**src/rtl/hazard_ctrl_pkg.sv**
```systemverilog
// Shared types for the RV32I pipeline hazard sequencer: register/word aliases,
// sequencer and MDU-handshake state encodings, and the RAW-match helper.
package hazard_ctrl_pkg;

  typedef logic [4:0]  rv32i_reg;
  typedef logic [31:0] rv32i_word;

  typedef enum logic {RUN, DISCARD}  hzd_state_t;
  typedef enum logic {M_IDLE, M_WAIT} mdu_state_t;

  localparam rv32i_reg REG_X0 = 5'd0;

  // x0 is hardwired to zero, so a load targeting it never creates a dependency.
  function automatic logic raw_hazard(rv32i_reg rd, rv32i_reg rs, logic use_rs);
    return use_rs && (rd == rs) && (rd != REG_X0);
  endfunction

endpackage

```
**src/rtl/hazard_ctrl_if.sv**
```systemverilog
// Pipeline <-> hazard sequencer bundle: hazard sources in, per-register load/flush
// enables, redirect/MDU handshake and perf counters out.
interface hazard_ctrl_if import hazard_ctrl_pkg::*; #(parameter int CNT_W = 32) ();

  rv32i_reg   rs1_ID, rs2_ID, rd_EX;
  logic       use_rs1_ID, use_rs2_ID, memread_EX;
  logic       imem_read, imem_resp, dmem_req, dmem_resp;
  logic       br_taken_EX, mdu_op_EX, mdu_done;
  rv32i_word  br_target_EX;

  logic       ld_pc, ld_if_id, ld_id_ex, ld_ex_mem, ld_mem_wb;
  logic       flush_if_id, flush_id_ex, flush_ex_mem;
  logic       pc_pend_sel, mdu_start;
  rv32i_word  pend_tgt;
  logic [CNT_W-1:0] stall_cnt, flush_cnt;

  modport master (
    output rs1_ID, rs2_ID, rd_EX, use_rs1_ID, use_rs2_ID, memread_EX,
           imem_read, imem_resp, dmem_req, dmem_resp, br_taken_EX, br_target_EX,
           mdu_op_EX, mdu_done,
    input  ld_pc, ld_if_id, ld_id_ex, ld_ex_mem, ld_mem_wb,
           flush_if_id, flush_id_ex, flush_ex_mem, pc_pend_sel, pend_tgt,
           mdu_start, stall_cnt, flush_cnt
  );

  modport slave (
    input  rs1_ID, rs2_ID, rd_EX, use_rs1_ID, use_rs2_ID, memread_EX,
           imem_read, imem_resp, dmem_req, dmem_resp, br_taken_EX, br_target_EX,
           mdu_op_EX, mdu_done,
    output ld_pc, ld_if_id, ld_id_ex, ld_ex_mem, ld_mem_wb,
           flush_if_id, flush_id_ex, flush_ex_mem, pc_pend_sel, pend_tgt,
           mdu_start, stall_cnt, flush_cnt
  );

endinterface

```
**src/rtl/hazard_ctrl_sat_counter.sv**
```systemverilog
// Saturating event counter: count advances on the edge after inc, sticks at all-ones.
// No backpressure; inc is sampled every cycle.
module hazard_ctrl_sat_counter #(parameter int CNT_W = 32) (
  input  logic             clk,
  input  logic             rst_n,
  input  logic             inc,
  output logic [CNT_W-1:0] count
);

  logic [CNT_W-1:0] r_count;

  always_ff @(posedge clk or negedge rst_n) begin
    if (!rst_n)
      r_count <= '0;
    else if (inc && (r_count != {CNT_W{1'b1}}))
      r_count <= r_count + CNT_W'(1);
  end

  assign count = r_count;

endmodule

```
**src/rtl/hazard_ctrl.sv**
```systemverilog
// 6-stage RV32I hazard sequencer: same-cycle load/flush enables from hazard inputs,
// pending-redirect capture across I-fetch misses, MDU launch handshake, perf counters.
module hazard_ctrl import hazard_ctrl_pkg::*; #(parameter int CNT_W = 32) (
  input  logic         clk,
  input  logic         rst_n,
  hazard_ctrl_if.slave bus
);

  hzd_state_t r_state, w_state_nxt;
  mdu_state_t r_mdu_st, w_mdu_nxt;
  rv32i_word  r_pend_tgt;

  logic w_dstall, w_mstall, w_imiss, w_loaduse, w_redirect, w_capture;
  logic w_ld_pc, w_ld_if_id, w_ld_id_ex, w_ld_ex_mem, w_ld_mem_wb;
  logic w_fl_if_id, w_fl_id_ex, w_fl_ex_mem, w_pc_pend_sel, w_mdu_start;
  logic w_stall_inc;
  logic [CNT_W-1:0] w_stall_cnt, w_flush_cnt;

  assign w_dstall   = bus.dmem_req & ~bus.dmem_resp;
  assign w_mstall   = bus.mdu_op_EX & ~bus.mdu_done;
  assign w_imiss    = bus.imem_read & ~bus.imem_resp;
  assign w_loaduse  = bus.memread_EX &
                      (raw_hazard(bus.rd_EX, bus.rs1_ID, bus.use_rs1_ID) |
                       raw_hazard(bus.rd_EX, bus.rs2_ID, bus.use_rs2_ID));
  assign w_redirect = bus.br_taken_EX & ~w_dstall & ~w_mstall;

  always_comb begin
    w_ld_pc = 1'b1; w_ld_if_id = 1'b1; w_ld_id_ex = 1'b1; w_ld_ex_mem = 1'b1; w_ld_mem_wb = 1'b1;
    w_fl_if_id = 1'b0; w_fl_id_ex = 1'b0; w_fl_ex_mem = 1'b0;
    w_pc_pend_sel = 1'b0;
    w_capture     = 1'b0;
    w_state_nxt   = r_state;
    if (!rst_n || w_dstall) begin
      w_ld_pc = 1'b0; w_ld_if_id = 1'b0; w_ld_id_ex = 1'b0; w_ld_ex_mem = 1'b0; w_ld_mem_wb = 1'b0;
    end else begin
      if (w_mstall) begin
        w_ld_pc = 1'b0; w_ld_if_id = 1'b0; w_ld_id_ex = 1'b0; w_ld_ex_mem = 1'b0;
        w_fl_ex_mem = 1'b1;
      end else if (w_redirect) begin
        w_fl_if_id = 1'b1;
        w_fl_id_ex = 1'b1;
      end else if (w_loaduse) begin
        w_ld_pc = 1'b0; w_ld_if_id = 1'b0;
        w_fl_id_ex = 1'b1;
      end
      // Fetch side: in DISCARD the PC only moves once the wrong-path fetch returns.
      if (r_state == DISCARD) begin
        w_fl_if_id = 1'b1;
        if (bus.imem_resp) begin
          w_ld_pc       = 1'b1;
          w_pc_pend_sel = ~w_redirect;
          w_state_nxt   = RUN;
        end else begin
          w_ld_pc   = 1'b0;
          w_capture = w_redirect;
        end
      end else if (w_redirect) begin
        if (w_imiss) begin
          w_ld_pc     = 1'b0;
          w_capture   = 1'b1;
          w_state_nxt = DISCARD;
        end
      end else if (!w_mstall && !w_loaduse && w_imiss) begin
        w_ld_pc    = 1'b0;
        w_fl_if_id = 1'b1;
      end
    end
  end

  always_comb begin
    w_mdu_nxt   = r_mdu_st;
    w_mdu_start = 1'b0;
    case (r_mdu_st)
      M_IDLE: if (rst_n && bus.mdu_op_EX && !w_dstall) begin
        w_mdu_start = 1'b1;
        w_mdu_nxt   = M_WAIT;
      end
      M_WAIT: if (bus.mdu_done) w_mdu_nxt = M_IDLE;
      default: w_mdu_nxt = M_IDLE;
    endcase
  end

  always_ff @(posedge clk or negedge rst_n) begin
    if (!rst_n) begin
      r_state    <= RUN;
      r_mdu_st   <= M_IDLE;
      r_pend_tgt <= '0;
    end else begin
      r_state  <= w_state_nxt;
      r_mdu_st <= w_mdu_nxt;
      if (w_capture) r_pend_tgt <= bus.br_target_EX;
    end
  end

  assign w_stall_inc = ~(w_ld_pc & w_ld_if_id & w_ld_id_ex & w_ld_ex_mem);

  hazard_ctrl_sat_counter #(.CNT_W(CNT_W)) u_stall_cnt (
    .clk(clk), .rst_n(rst_n), .inc(w_stall_inc), .count(w_stall_cnt)
  );

  hazard_ctrl_sat_counter #(.CNT_W(CNT_W)) u_flush_cnt (
    .clk(clk), .rst_n(rst_n), .inc(w_redirect), .count(w_flush_cnt)
  );

  assign bus.ld_pc        = w_ld_pc;
  assign bus.ld_if_id     = w_ld_if_id;
  assign bus.ld_id_ex     = w_ld_id_ex;
  assign bus.ld_ex_mem    = w_ld_ex_mem;
  assign bus.ld_mem_wb    = w_ld_mem_wb;
  assign bus.flush_if_id  = w_fl_if_id;
  assign bus.flush_id_ex  = w_fl_id_ex;
  assign bus.flush_ex_mem = w_fl_ex_mem;
  assign bus.pc_pend_sel  = w_pc_pend_sel;
  assign bus.pend_tgt     = r_pend_tgt;
  assign bus.mdu_start    = w_mdu_start;
  assign bus.stall_cnt    = w_stall_cnt;
  assign bus.flush_cnt    = w_flush_cnt;

endmodule

```
**src/flat_wrapper.sv**
```systemverilog
// flat-port wrapper written by rule: the top's interface ports become plain ports
module hazard_ctrl_flat import hazard_ctrl_pkg::*;
#(parameter int CNT_W = 32)
  (clk, rst_n, bus_rs1_ID, bus_rs2_ID, bus_rd_EX, bus_use_rs1_ID, bus_use_rs2_ID, bus_memread_EX, bus_imem_read, bus_imem_resp, bus_dmem_req, bus_dmem_resp, bus_br_taken_EX, bus_br_target_EX, bus_mdu_op_EX, bus_mdu_done, bus_ld_pc, bus_ld_if_id, bus_ld_id_ex, bus_ld_ex_mem, bus_ld_mem_wb, bus_flush_if_id, bus_flush_id_ex, bus_flush_ex_mem, bus_pc_pend_sel, bus_pend_tgt, bus_mdu_start, bus_stall_cnt, bus_flush_cnt);
  hazard_ctrl_if #(.CNT_W(CNT_W)) bus_i ();
  input  logic clk;
  input  logic rst_n;
  input wire logic [$bits(bus_i.rs1_ID)-1:0] bus_rs1_ID;
  input wire logic [$bits(bus_i.rs2_ID)-1:0] bus_rs2_ID;
  input wire logic [$bits(bus_i.rd_EX)-1:0] bus_rd_EX;
  input wire logic [$bits(bus_i.use_rs1_ID)-1:0] bus_use_rs1_ID;
  input wire logic [$bits(bus_i.use_rs2_ID)-1:0] bus_use_rs2_ID;
  input wire logic [$bits(bus_i.memread_EX)-1:0] bus_memread_EX;
  input wire logic [$bits(bus_i.imem_read)-1:0] bus_imem_read;
  input wire logic [$bits(bus_i.imem_resp)-1:0] bus_imem_resp;
  input wire logic [$bits(bus_i.dmem_req)-1:0] bus_dmem_req;
  input wire logic [$bits(bus_i.dmem_resp)-1:0] bus_dmem_resp;
  input wire logic [$bits(bus_i.br_taken_EX)-1:0] bus_br_taken_EX;
  input wire logic [$bits(bus_i.br_target_EX)-1:0] bus_br_target_EX;
  input wire logic [$bits(bus_i.mdu_op_EX)-1:0] bus_mdu_op_EX;
  input wire logic [$bits(bus_i.mdu_done)-1:0] bus_mdu_done;
  output wire logic [$bits(bus_i.ld_pc)-1:0] bus_ld_pc;
  output wire logic [$bits(bus_i.ld_if_id)-1:0] bus_ld_if_id;
  output wire logic [$bits(bus_i.ld_id_ex)-1:0] bus_ld_id_ex;
  output wire logic [$bits(bus_i.ld_ex_mem)-1:0] bus_ld_ex_mem;
  output wire logic [$bits(bus_i.ld_mem_wb)-1:0] bus_ld_mem_wb;
  output wire logic [$bits(bus_i.flush_if_id)-1:0] bus_flush_if_id;
  output wire logic [$bits(bus_i.flush_id_ex)-1:0] bus_flush_id_ex;
  output wire logic [$bits(bus_i.flush_ex_mem)-1:0] bus_flush_ex_mem;
  output wire logic [$bits(bus_i.pc_pend_sel)-1:0] bus_pc_pend_sel;
  output wire logic [$bits(bus_i.pend_tgt)-1:0] bus_pend_tgt;
  output wire logic [$bits(bus_i.mdu_start)-1:0] bus_mdu_start;
  output wire logic [$bits(bus_i.stall_cnt)-1:0] bus_stall_cnt;
  output wire logic [$bits(bus_i.flush_cnt)-1:0] bus_flush_cnt;
  assign bus_i.rs1_ID = bus_rs1_ID;
  assign bus_i.rs2_ID = bus_rs2_ID;
  assign bus_i.rd_EX = bus_rd_EX;
  assign bus_i.use_rs1_ID = bus_use_rs1_ID;
  assign bus_i.use_rs2_ID = bus_use_rs2_ID;
  assign bus_i.memread_EX = bus_memread_EX;
  assign bus_i.imem_read = bus_imem_read;
  assign bus_i.imem_resp = bus_imem_resp;
  assign bus_i.dmem_req = bus_dmem_req;
  assign bus_i.dmem_resp = bus_dmem_resp;
  assign bus_i.br_taken_EX = bus_br_taken_EX;
  assign bus_i.br_target_EX = bus_br_target_EX;
  assign bus_i.mdu_op_EX = bus_mdu_op_EX;
  assign bus_i.mdu_done = bus_mdu_done;
  assign bus_ld_pc = bus_i.ld_pc;
  assign bus_ld_if_id = bus_i.ld_if_id;
  assign bus_ld_id_ex = bus_i.ld_id_ex;
  assign bus_ld_ex_mem = bus_i.ld_ex_mem;
  assign bus_ld_mem_wb = bus_i.ld_mem_wb;
  assign bus_flush_if_id = bus_i.flush_if_id;
  assign bus_flush_id_ex = bus_i.flush_id_ex;
  assign bus_flush_ex_mem = bus_i.flush_ex_mem;
  assign bus_pc_pend_sel = bus_i.pc_pend_sel;
  assign bus_pend_tgt = bus_i.pend_tgt;
  assign bus_mdu_start = bus_i.mdu_start;
  assign bus_stall_cnt = bus_i.stall_cnt;
  assign bus_flush_cnt = bus_i.flush_cnt;
  hazard_ctrl #(.CNT_W(CNT_W)) u_core (.clk(clk), .rst_n(rst_n), .bus(bus_i));
endmodule
```
**config.mk**
```make
export PLATFORM = sky130hd
export DESIGN_NAME = hazard_ctrl_flat
export DESIGN_NICKNAME = d
export VERILOG_FILES = /design/src/rtl/hazard_ctrl_pkg.sv /design/src/rtl/hazard_ctrl_if.sv /design/src/rtl/hazard_ctrl_sat_counter.sv /design/src/rtl/hazard_ctrl.sv /design/src/flat_wrapper.sv
export SDC_FILE = /design/constraint.sdc
export NUM_CORES = 1
export LEC_CHECK = 0
export BUFFER_PORTS_ARGS = -buffer_cell sky130_fd_sc_hd__buf_2
export CORE_MARGIN = 4
export CORE_UTILIZATION = 45
export CTS_CLUSTER_SIZE = 20
export DETAILED_ROUTE_END_ITERATION = 10
export GPL_ROUTABILITY_DRIVEN = 0
export PLACE_DENSITY = 0.77
export SLEW_MARGIN = 10
export SYNTH_ARGS = -nofsm -noshare
export SYNTH_HDL_FRONTEND = slang
export SYNTH_SLANG_ARGS = --single-unit
```
**constraint.sdc**
```tcl
create_clock -name clk -period 2.25 [get_ports clk]
set_input_delay 0.45 -clock clk [delete_from_list [all_inputs] [get_ports clk]]
set_output_delay 0.45 -clock clk [all_outputs]
set_load 0.02 [all_outputs]
```
### Word-level counts from Yosys, hierarchy flattened

Index checks and enable logic that the tools add are counted.

| operators by class | value |
|---|---|
| reduce and logical (&&, ||, !) cells | 16 |
| bitwise operators | 18 |
| mux-type cells | 39 |
| add/sub/neg operators | 2 |
| eq/ne operators | 4 |

Operator list:

| cell | count |
|---|---|
| 32-bit by 1-bit adder with 32-bit output (second input constant) | 2 |
| 32-bit inequality test (second input constant) | 2 |
| 1-bit 2-to-1 mux | 38 |
| 5-bit == test | 2 |
| 1-bit logical AND | 10 |
| 1-bit bitwise AND | 9 |
| 1-bit inverter | 8 |
| 5-bit nonzero test | 1 |
| 1-bit zero test | 4 |
| 1-bit one-hot mux with 2 select lines | 1 |
| 1-bit logical OR | 1 |
| 1-bit bitwise OR | 1 |

| storage, ports and cells | value |
|---|---|
| register bits | 98 |
| logic and storage cells | 84 |
| bits of input ports | 59 |

### Depth between registers and ports, before layout

Gate-level depths: netlist of the first run.

| depth | value |
|---|---|
| depth in word-level cells | 17 |
| mapped depth | 9 |
| gate-level depth less buffers | 7 |

### Cells and area by module

A second synthesis of the first run with hierarchy kept.

| second synthesis, totals | value |
|---|---|
| cell total of the unflattened synthesis | 419 |
| area, all modules | 4819.6 µm² |

By module, submodules not included:

| module | area each (µm²) | seq. area each (µm²) | cells an instance | times used |
|---|---|---|---|---|
| hazard_ctrl_sat_counter | 1624.1 | 800.8 | 151 | 2 |
| hazard_ctrl | 1571.5 | 850.8 | 117 | 1 |

### Worst setup path after synthesis of the first run

Ideal clock, no wire load.

| timing | value |
|---|---|
| path kind | register to register |
| start point | register u_core.u_stall_cnt.r_count[0], in the netlist u_core.u_stall_cnt.count[0] |
| end point | register u_core.u_stall_cnt.r_count[1], in the netlist u_core.u_stall_cnt.count[1] |
| setup time | 0.125 ns |
| path slack | -0.180 ns |
| period minus slack after synthesis | 2.430 ns |
| data arrival time | 2.305 ns |
| stages on the path, launching flop included | 10 |
| cell sequence | dfrtp_1 ha_1 and3_2 nand3_2 or3_1 buf_6 nor4_4 buf_6 nor2_1 mux2_4 |

| on the way | value |
|---|---|
| cells in the longest elaborated chain, start to end | 2 |
| elaborated cells on any way between the ends | 3 |
| classes of those cells | 1 x add/sub; 1 x eq/ne; 1 x reduce/logical |

Ends and longest elaborated chain:

| item | line | RTL |
|---|---|---|
| start: declaration | hazard_ctrl_sat_counter.sv:10 | `logic [CNT_W-1:0] r_count;` |
| start signal: assignment | hazard_ctrl_sat_counter.sv:16 | `r_count <= r_count + CNT_W'(1);` |
| parallel branches: the longest is 2 deep, another holds 32-bit by 1-bit adder with 32-bit output | n/a |  |

Several ways; the timed one is not identified.
A chain may end at the register's enable or synchronous reset.

### Worst setup path in the final report of the first run

| timing | value |
|---|---|
| start point | input port bus_rd_EX[3] |
| end point | output port bus_flush_if_id |

| on the way | value |
|---|---|
| cells in the longest elaborated chain, start to end | 12 |
| elaborated cells on any way between the ends | 16 |
| classes of those cells | 2 x eq/ne; 4 x mux; 2 x bitwise; 8 x reduce/logical |

Ends and longest elaborated chain:

| item | line | RTL |
|---|---|---|
| start: declaration | flat_wrapper.sv:10 | `input wire logic [$bits(bus_i.rd_EX)-1:0] bus_rd_EX;` |
| 5-bit == test | hazard_ctrl_pkg.sv:15 | `return use_rs && (rd == rs) && (rd != REG_X0);` |
| 1-bit logical AND (2 in series) | hazard_ctrl_pkg.sv:15 |  |
| 1-bit bitwise OR (*) | hazard_ctrl.sv:23 | `(raw_hazard(bus.rd_EX, bus.rs1_ID, bus.use_rs1_ID) \|` |
| 1-bit bitwise AND (*) | hazard_ctrl.sv:22 | `assign w_loaduse = bus.memread_EX &` |
| 1-bit zero test (*) | hazard_ctrl.sv:63 | `end else if (!w_mstall && !w_loaduse && w_imiss) begin` |
| 1-bit logical AND (*) (2 in series) | hazard_ctrl.sv:63 |  |
| 1-bit 2-to-1 mux (*) | hazard_ctrl.sv:63 |  |
| 1-bit 2-to-1 mux (*) | hazard_ctrl.sv:57 | `end else if (w_redirect) begin` |
| 1-bit 2-to-1 mux (*) | hazard_ctrl.sv:47 | `if (r_state == DISCARD) begin` |
| 1-bit 2-to-1 mux (*) | hazard_ctrl.sv:33 | `if (!rst_n \|\| w_dstall) begin` |
| end: declaration | flat_wrapper.sv:27 | `output wire logic [$bits(bus_i.flush_if_id)-1:0] bus_flush_if_id;` |

Mark *: on every way between the ends. The rest lies on a longest branch, timed or not.

==> flow_summary.yaml, run 1 <==
status:
  status: "finished with violations"
  violations: "negative setup slack"
detailed_routing:
  drc: 0
  ant_nets: 0
  firstDrtPassIters: 4
  vias: 3761
  wire_per_inst_um: 15.4
  drtIter0Drc: 116
  vias_per_cell: 5.22
  routed_wirelength_um: 11100
synthesis:
  ys_async_sr_fraction_pct: 100
  syn_nets: 453
  syn_avg_cell_area_um2: 11.6
  synth_seq_cells: 98
  yosys.area.top_type_share_pct: 54.1
  netlist-cell-type-count: 39
  synth_area_um2: 4530
  synth_area_leader_cell: "dfrtp_1"
  yosys-top-cells-area: "dfrtp_1 54%, mux2_2 8.4%, xnor2_1 7.1%, xor2_1 6.6%, nand4_1 3.0%"
  yosys_warnings: 0
  yosysMostFrequentCell: "dfrtp_1"
  synth_edf_count: 0
  syn_inst: 392
  synth_common_cells: "98 x dfrtp_1, 37 x xnor2_1, 34 x mux2_2, 34 x xor2_1, 28 x nand2_1"
  ys_seq_area_share_pct: 54.1
  synth_ff_type: "dfrtp_1"
layout:
  area_growth_pct: 32.4
  layout-drive-gt1-share_pct: 44.4
  final_area_um2: 6000
  postLayoutCoreUtil_pct: 61.4
  nets: 644
  layoutNonFillerInstCount: 721
  n_antenna_cell: 0
floorplan:
  die_area_um2: 11700
  start_util_pct: 46.4
  io-pin-count: 165
  die_height_um: 108
  coreArea_um2: 9770
  placementRows: 36
  die_w_um: 108
grt:
  antenna_found_initial: 1
  gr-usage-all-layers_pct: 18.6
  grt_pass1_wl_um: 17500
  grt_max_degree: 77
  globalRouteOverflowTotal: 0
  grt_pass1_vias: 3733
timing:
  finalMaxSlewViolations: 0
  timing.final.ws_setup_ns: -0.0959
  fin_crit_ns: 2.35
  fmax_ghz: 0.426
  fin_skew_ns: 0.0129
  slew_headroom_pct: 38.1
  post-route-period-util_pct: 104
  grt_setup_unrepaired: "yes"
  tightest_slew_ns: 0.928
  setup_viol: 1
  holdWs_ns: 0.0860
  setup_tns_ns: -0.0959
  hold_viol: 0
power:
  leakage_nw: 2.88
  vdd_ir_drop_max_mv: 0.626
  p_seq_share_pct: 46.8
  switchingPower_mw: 1.84
  clkPwrFrac_pct: 21.9
  p_sw_share_pct: 36.3
  p_int_mw: 3.22
  p_comb_share_pct: 31.2
  power.density_nw_per_um2: 843
clocking:
  cts.reportedPaths.clkPinSlew_ns: 0.10
  clockBufferDepth: 2
  cts_tree: "built"
  root_buffer: "clkbuf_8"
  numCtsBuffers: 9
  numClockSinks: 98
  htreeDepth: 3
  clkLatencyLatePin_ns: 0.36
worst_setup_path:
  critical_path_required_ns: 1.80
  cp_max_fo: 3
  start_kind: "primary input"
  end_kind: "primary output"
  worstRegToRegCells: 9
  startpoint: "bus_rd_EX[3]"
  crit_type: "in2out"
  reg2reg_slack_ns: 0.05
  r2r_start: "u_core.u_stall_cnt.count[1]"
  reg2reg_to: "u_core.u_stall_cnt.count[18]"
  cp_data_arrival_time_ns: 1.90
placed_design:
  place_inst: 703
  port_buffers: 164
  hpwl_um: 8200
  placed_area_um2: 5710
flow_run:
  max_cap_violations: 0
min_path:
  hp-class: "in2async"
-- worst max path at each step --
stage	to
2_1_floorplan	u_core.u_stall_cnt.count[28]
3_3_place_gp	bus_flush_if_id
3_5_place_dp	u_core.u_stall_cnt.count[30]
4_1_cts	bus_flush_if_id
5_1_grt	bus_flush_if_id
6_report	bus_flush_if_id
-- cells by family after synthesis --
| group | after synthesis | share of synthesized area [%] |
|---|---|---|
| and+or+nand+nor | 152 | 18.9 |
| DFF | 98 | 54.1 |
| xor gates and xnor gates | 71 | 13.7 |
| muxes | 35 | 8.77 |
| buffers and inverters | 19 | 2.07 |
| AOI/OAI and AO/OA | 15 | 1.90 |
| adders and majority gates | 2 | 0.552 |
-- worst max-delay path, stage by stage --
cell,delay (ns)
buf_6,0.09
or4_4,0.54
o21ai_4,0.17
nand2b_4,0.15
nand4b_1,0.10
a31oi_1,0.22
buf_4,0.18
-- per-stage QoR --
step / power, mW / setup slack, ns
2_1_floorplan: 3.30 / 0.00126
3_3_place_gp: 3.93 / -0.0811
3_5_place_dp: 3.98 / -0.113
4_1_cts: 5.10 / 0.00691
5_1_grt: 5.34 / -0.116
6_report: 5.06 / -0.0959
-- state kept, by name, indices dropped and copies added, names as in the netlist --
name,flops
u_core.r_state,1
u_core.r_mdu_st,1
u_core.u_flush_cnt.count,32
u_core.u_stall_cnt.count,32
u_core.bus.pend_tgt,32
-- power by group through the flow --
| stage | Clock, mW | Sequential (mW) | Combinational [mW] |
|---|---|---|---|
| floorplan | 0 | 2.80 | 0.496 |
| global placement | 0 | 2.38 | 1.55 |
| detailed placement | 0 | 2.40 | 1.58 |
| CTS | 1.15 | 2.37 | 1.59 |
| global route | 1.22 | 2.42 | 1.70 |
| finish | 1.11 | 2.37 | 1.58 |
-- layout by cell type, fill, tap and decap left out, types with 16 or more instances in the layout --
master / netlist / final
nand4_1: 22 / 22
mux2_2: 34 / 34
xnor2_1: 37 / 37
buf_2: 3 / 158
nand3_1: 21 / 21
buf_4: 1 / 30
dfrtp_1: 98 / 96
xor2_1: 34 / 34
nand2_1: 28 / 28
nor3_1: 17 / 16
-- what timing repair did --
action	CTS	global route
resized for setup	6	8
setup endpoints to repair	3	21
gates cloned	0	1
pin swaps	1	8
hold buffers	0	0
setup buffers	0	1
-- final cells by class --
cell class	count	area, um^2
timing repair buffer	194	1120
multi-input combinational	275	2040
inverter	5	18.8
tap	133	166
clock buffer	10	138
fill	807	3770
sequential	98	2450
clock inverter	6	57.6
-- routing by layer --
metal | wire [um] | track usage, %
met2 | 5510 | 31.6
met4 | 202 | 6.85
met3 | 655 | 3.88
met1 | 4690 | 23.4
met5 | 7 | 0
Note: power is estimated with default switching activity, not from simulation.
==> run 2, diff against run 1 <==
--- a/config.mk
+++ b/config.mk
@@ -11,7 +11,7 @@
 export CTS_CLUSTER_SIZE = 20
 export DETAILED_ROUTE_END_ITERATION = 10
 export GPL_ROUTABILITY_DRIVEN = 0
-export PLACE_DENSITY = 0.77
+export PLACE_DENSITY = 0.84
 export SLEW_MARGIN = 10
 export SYNTH_ARGS = -nofsm -noshare
 export SYNTH_HDL_FRONTEND = slang
==> run 2 against run 1 <==
The flow still finishes with violations (negative setup slack); maximum frequency is 4.0% higher; clock skew hardly changed; via count is 0.66% lower; cell area is 0.46% higher; sequential share of layout area is 0.19 points lower; global-route usage hardly changed; final cell count is 0.55% higher; hold slack better by 0.070 ns; first-iteration DRC count is 46% higher.
==> flow_summary.yaml, run 2 (synthesis gave the netlist of run 1 again) <==
worst_setup_path:
  critical_path_required_ns: 1.80
  crit_path_max_incr_delay_ns: 0.54
  start_kind: "primary input"
  cp_max_fo: 3
  cp_data_arrival_time_ns: 1.81
  crit_path_cell_trace: "buf_6 > or4_4 > o21ai_4 > nand2b_4 > nand4b_1 > a31oi_1 > buf_4"
  worstRegToRegCells: 9
  slowest_stage: "or4_4"
  crit_type: "in2out"
  end_kind: "primary output"
layout:
  final_common_cell: "buf_2"
  layout-drive-gt1-share_pct: 45.1
  n_antenna_cell: 0
  layout_common_cells: "158 x buf_2, 96 x dfrtp_1, 36 x xnor2_1"
  nets: 648
  area_growth_pct: 33.0
  fillers: 790
  final_area_um2: 6030
clocking:
  clockBufferDepth: 2
  root_buffer: "clkbuf_8"
  clkLatencyLatePin_ns: 0.35
  cts.reportedPaths.clkPinSlew_ns: 0.10
  cts_tree: "built"
  htreeDepth: 3
  numCtsBuffers: 9
  numClockSinks: 98
  hold_buffers: 0
timing:
  grt_setup_unrepaired: "yes"
  setup_viol: 1
  hold_viol: 0
  post-route-period-util_pct: 100
  fmax_ghz: 0.443
  tightest_slew_ns: 0.738
  fin_crit_ns: 2.26
  fin_skew_ns: 0.0126
  slew_headroom_pct: 50.8
  timing.final.ws_setup_ns: -0.00616
  finalMaxSlewViolations: 0
detailed_routing:
  wire_per_inst_um: 15.6
  firstDrtPassIters: 4
  vias: 3736
  vias_per_cell: 5.15
  drtIter0Drc: 169
  routed_wirelength_um: 11300
  ant_nets: 0
  drc: 0
flow_run:
  max_cap_violations: 0
floorplan:
  start_util_pct: 46.4
  die_area_um2: 11700
  coreArea_um2: 9770
  die_height_um: 108
  io-pin-count: 165
  placementRows: 36
  die_w_um: 108
min_path:
  hp-class: "in2async"
status:
  status: "finished with violations"
  violations: "negative setup slack"
grt:
  met1_usage_pct: 23.0
  grt_max_degree: 60
  grt.met3_usage_pct: 4.54
  globalRouteOverflowTotal: 0
  grt_pass1_wl_um: 17500
  grt_pass1_vias: 3665
  antenna_found_initial: 0
  top_usage_layer: "met2"
  met2_usage_pct: 31.8
  gr-usage-all-layers_pct: 18.6
placed_design:
  dp_slack_ns: -0.122
  placed_area_um2: 5730
  hpwl_um: 8410
  port_buffers: 164
power:
  vdd_ir_drop_max_mv: 0.800
  power.total_mw: 5.04
  power.density_nw_per_um2: 835
  leakage_nw: 2.90
## run 2: critical path, delay by kind of cell
| family | cells | cell delay, ns |
|---|---|---|
| simple gates | 3 | 0.77 |
| compound gates | 2 | 0.31 |
| buf+inv | 2 | 0.27 |
## run 2: final timing paths
path,start,end,slack [ns]
setup / recovery,bus_rd_EX[2],bus_flush_if_id,-0.006
setup reg to reg,u_core.u_stall_cnt.count[1],u_core.u_stall_cnt.count[12],0.06
hold / removal,rst_n,u_core.u_stall_cnt.count[29],0.16
min in group clk,bus_imem_resp,u_core.r_state,0.29
max in group asynchronous,rst_n,u_core.u_flush_cnt.count[23],0.97
hold reg to reg,u_core.u_stall_cnt.count[27],u_core.u_stall_cnt.count[27],0.49
## run 2: routing by layer
metal  share of wire, %  wire length (um)
met2                 51              5760
met1                 40              4510
met5                  0                 0
met4                1.6               184
met3                7.3               829
## run 2: timing repair
action / in CTS / in global routing
resized for setup: 6 / 11
setup endpoints to repair: 3 / 8
pin swaps: 4 / 7
buffers inserted: 0 / 2
gates cloned: 0 / 1
## run 2: layout make-up
| class | instances | area [um^2] | area share [%] |
|---|---|---|---|
| inverters | 5 | 18.8 | 0.311 |
| repair buffers | 198 | 1150 | 19.1 |
| clock inverters | 7 | 60.1 | 0.996 |
| flip-flops and latches | 98 | 2450 | 40.7 |
| clock buffers | 9 | 124 | 2.05 |
| well taps | 133 | 166 | 2.76 |
| multi-input cells | 275 | 2050 | 34.0 |
## run 2: metrics by stage
step,hold WS (ns),cells,TNS (ns),utilization [%]
floorplan,0.154,392,0,-
global placement,0.465,706,-0.106,58.6
detailed placement,0.470,706,-0.554,58.6
CTS,0.152,722,0,60.8
global route,0.170,725,-0.259,61.7
finish,0.156,725,-0.00616,61.7
## run 2: where the power goes
group          internal [mW]  switching (mW)  total, mW  leakage, nW
Combinational          0.683           0.931       1.61         1.60
Sequential              2.10           0.265       2.36         1.21
Clock                  0.422           0.637       1.06       0.0961
==> run 3, diff against run 2 <==
--- a/config.mk
+++ b/config.mk
@@ -12,6 +12,7 @@
 export DETAILED_ROUTE_END_ITERATION = 10
 export GPL_ROUTABILITY_DRIVEN = 0
 export PLACE_DENSITY = 0.84
+export SKIP_CTS_REPAIR_TIMING = 1
 export SLEW_MARGIN = 10
 export SYNTH_ARGS = -nofsm -noshare
 export SYNTH_HDL_FRONTEND = slang
==> run 3 against run 2 <==
The flow still finishes with violations (negative setup slack); sequential share of layout area up 0.15 points; maximum frequency down 0.25%; worst setup slack worse by 0.0057 ns; clock skew about the same; largest cell class unchanged; clock-buffer cell count unchanged; largest power group unchanged; highest routed layer unchanged; cell area down 0.37%.
==> flow_summary.yaml, run 3 (synthesis gave the netlist of run 1 again) <==
status:
  status: "finished with violations"
  violations: "negative setup slack"
detailed_routing:
  wire_per_inst_um: 15.4
  drc: 0
  vias: 3724
  firstDrtPassIters: 4
  ant_nets: 0
  drtIter0Drc: 144
  routed_wirelength_um: 11200
  vias_per_cell: 5.14
min_path:
  hp-class: "in2async"
timing:
  tightest_slew_ns: 0.737
  grt_setup_unrepaired: "yes"
  fin_crit_ns: 2.26
  timing.final.ws_setup_ns: -0.0119
  slew_headroom_pct: 50.9
  post-route-period-util_pct: 101
  finalMaxSlewViolations: 0
  setup_viol: 1
  fmax_ghz: 0.442
  setup_tns_ns: -0.0119
  hold_viol: 0
  fin_skew_ns: 0.0131
worst_setup_path:
  critical_path_required_ns: 1.80
  start_kind: "primary input"
  slowest_stage: "or4_4"
  critPathTopFamily: "simple AND/OR/NAND/NOR gates"
  end_kind: "primary output"
  path_buf_inv: 2
  crit_type: "in2out"
  crit_path_cell_trace: "buf_6 > or4_4 > o21ai_4 > nand2b_4 > nand4b_1 > a31oi_1 > buf_4"
  crit_path_max_incr_delay_ns: 0.54
  cp_data_arrival_time_ns: 1.81
  cp_max_fo: 3
grt:
  antenna_found_initial: 0
  gr-usage-all-layers_pct: 18.4
  grt_max_degree: 60
  globalRouteOverflowTotal: 0
  grt_pass1_vias: 3641
  grt_pass1_wl_um: 17300
floorplan:
  die_height_um: 108
  io-pin-count: 165
  die_area_um2: 11700
  start_util_pct: 46.4
  die_w_um: 108
  placementRows: 36
  coreArea_um2: 9770
layout:
  layout-drive-gt1-share_pct: 44.5
  layout_common_cells: "158 x buf_2, 96 x dfrtp_1, 37 x xnor2_1"
  postLayoutCoreUtil_pct: 61.5
  fillers: 792
  area_growth_pct: 32.5
  n_antenna_cell: 0
  multi_input_area_um2: 2040
  ff_latch_area_um2: 2450
  final_common_cell: "buf_2"
  nets: 647
clocking:
  numClockSinks: 98
  clockBufferDepth: 2
  htreeDepth: 3
  root_buffer: "clkbuf_8"
  cts.reportedPaths.clkPinSlew_ns: 0.10
  clkLatencyLatePin_ns: 0.35
  numCtsBuffers: 9
  cts_tree: "built"
power:
  leakage_nw: 2.89
  power.total_mw: 5.03
  power.density_nw_per_um2: 837
  vdd_ir_drop_max_mv: 0.801
flow_run:
  max_cap_violations: 0
placed_design:
  port_buffers: 164
  hpwl_um: 8410
  dp_slack_ns: -0.122
[run 3: path summary, 6_finish.rpt]
path	startpoint	end	slack (ns)	cells past startpoint
worst max-delay path	bus_rd_EX[3]	bus_flush_if_id	-0.01	7
worst min-delay path	rst_n	u_core.r_state	0.16	2
worst max register to register	u_core.u_stall_cnt.count[1]	u_core.u_stall_cnt.count[12]	0.06	9
worst min register to register	u_core.u_stall_cnt.count[27]	u_core.u_stall_cnt.count[27]	0.49	1
max in group asynchronous	rst_n	u_core.u_flush_cnt.count[23]	0.98	3
min in group clk	bus_imem_resp	u_core.r_state	0.30	2
[run 3: cell type report]
| type | instances | area share, % |
|---|---|---|
| tap | 133 | 2.77 |
| clock inverter | 7 | 1.00 |
| sequential | 98 | 40.9 |
| multi-input combinational | 275 | 33.9 |
| inverter | 5 | 0.312 |
| clock buffer | 9 | 2.06 |
| timing repair buffer | 197 | 19.1 |
[run 3: per-layer routing]
layer	share of wire, %	GRT usage (%)
met5	0	0
met4	1.4	5.50
met3	6.8	4.96
met2	51	31.2
met1	41	23.1
[run 3: through the flow]
step	cells	hold slack [ns]	instance area, um^2
final	724	0.156	6010
after global routing	724	0.166	6010
after CTS	722	0.152	5910
after detailed placement	706	0.470	5730
after global placement	706	0.465	5730
after floorplan	392	0.154	4540
[run 3: report_power, final]
group          total, mW  switching [mW]  internal [mW]
clock network       1.06           0.635          0.422
logic               1.61           0.926          0.681
registers           2.36           0.265           2.10
total               5.03            1.83           3.20
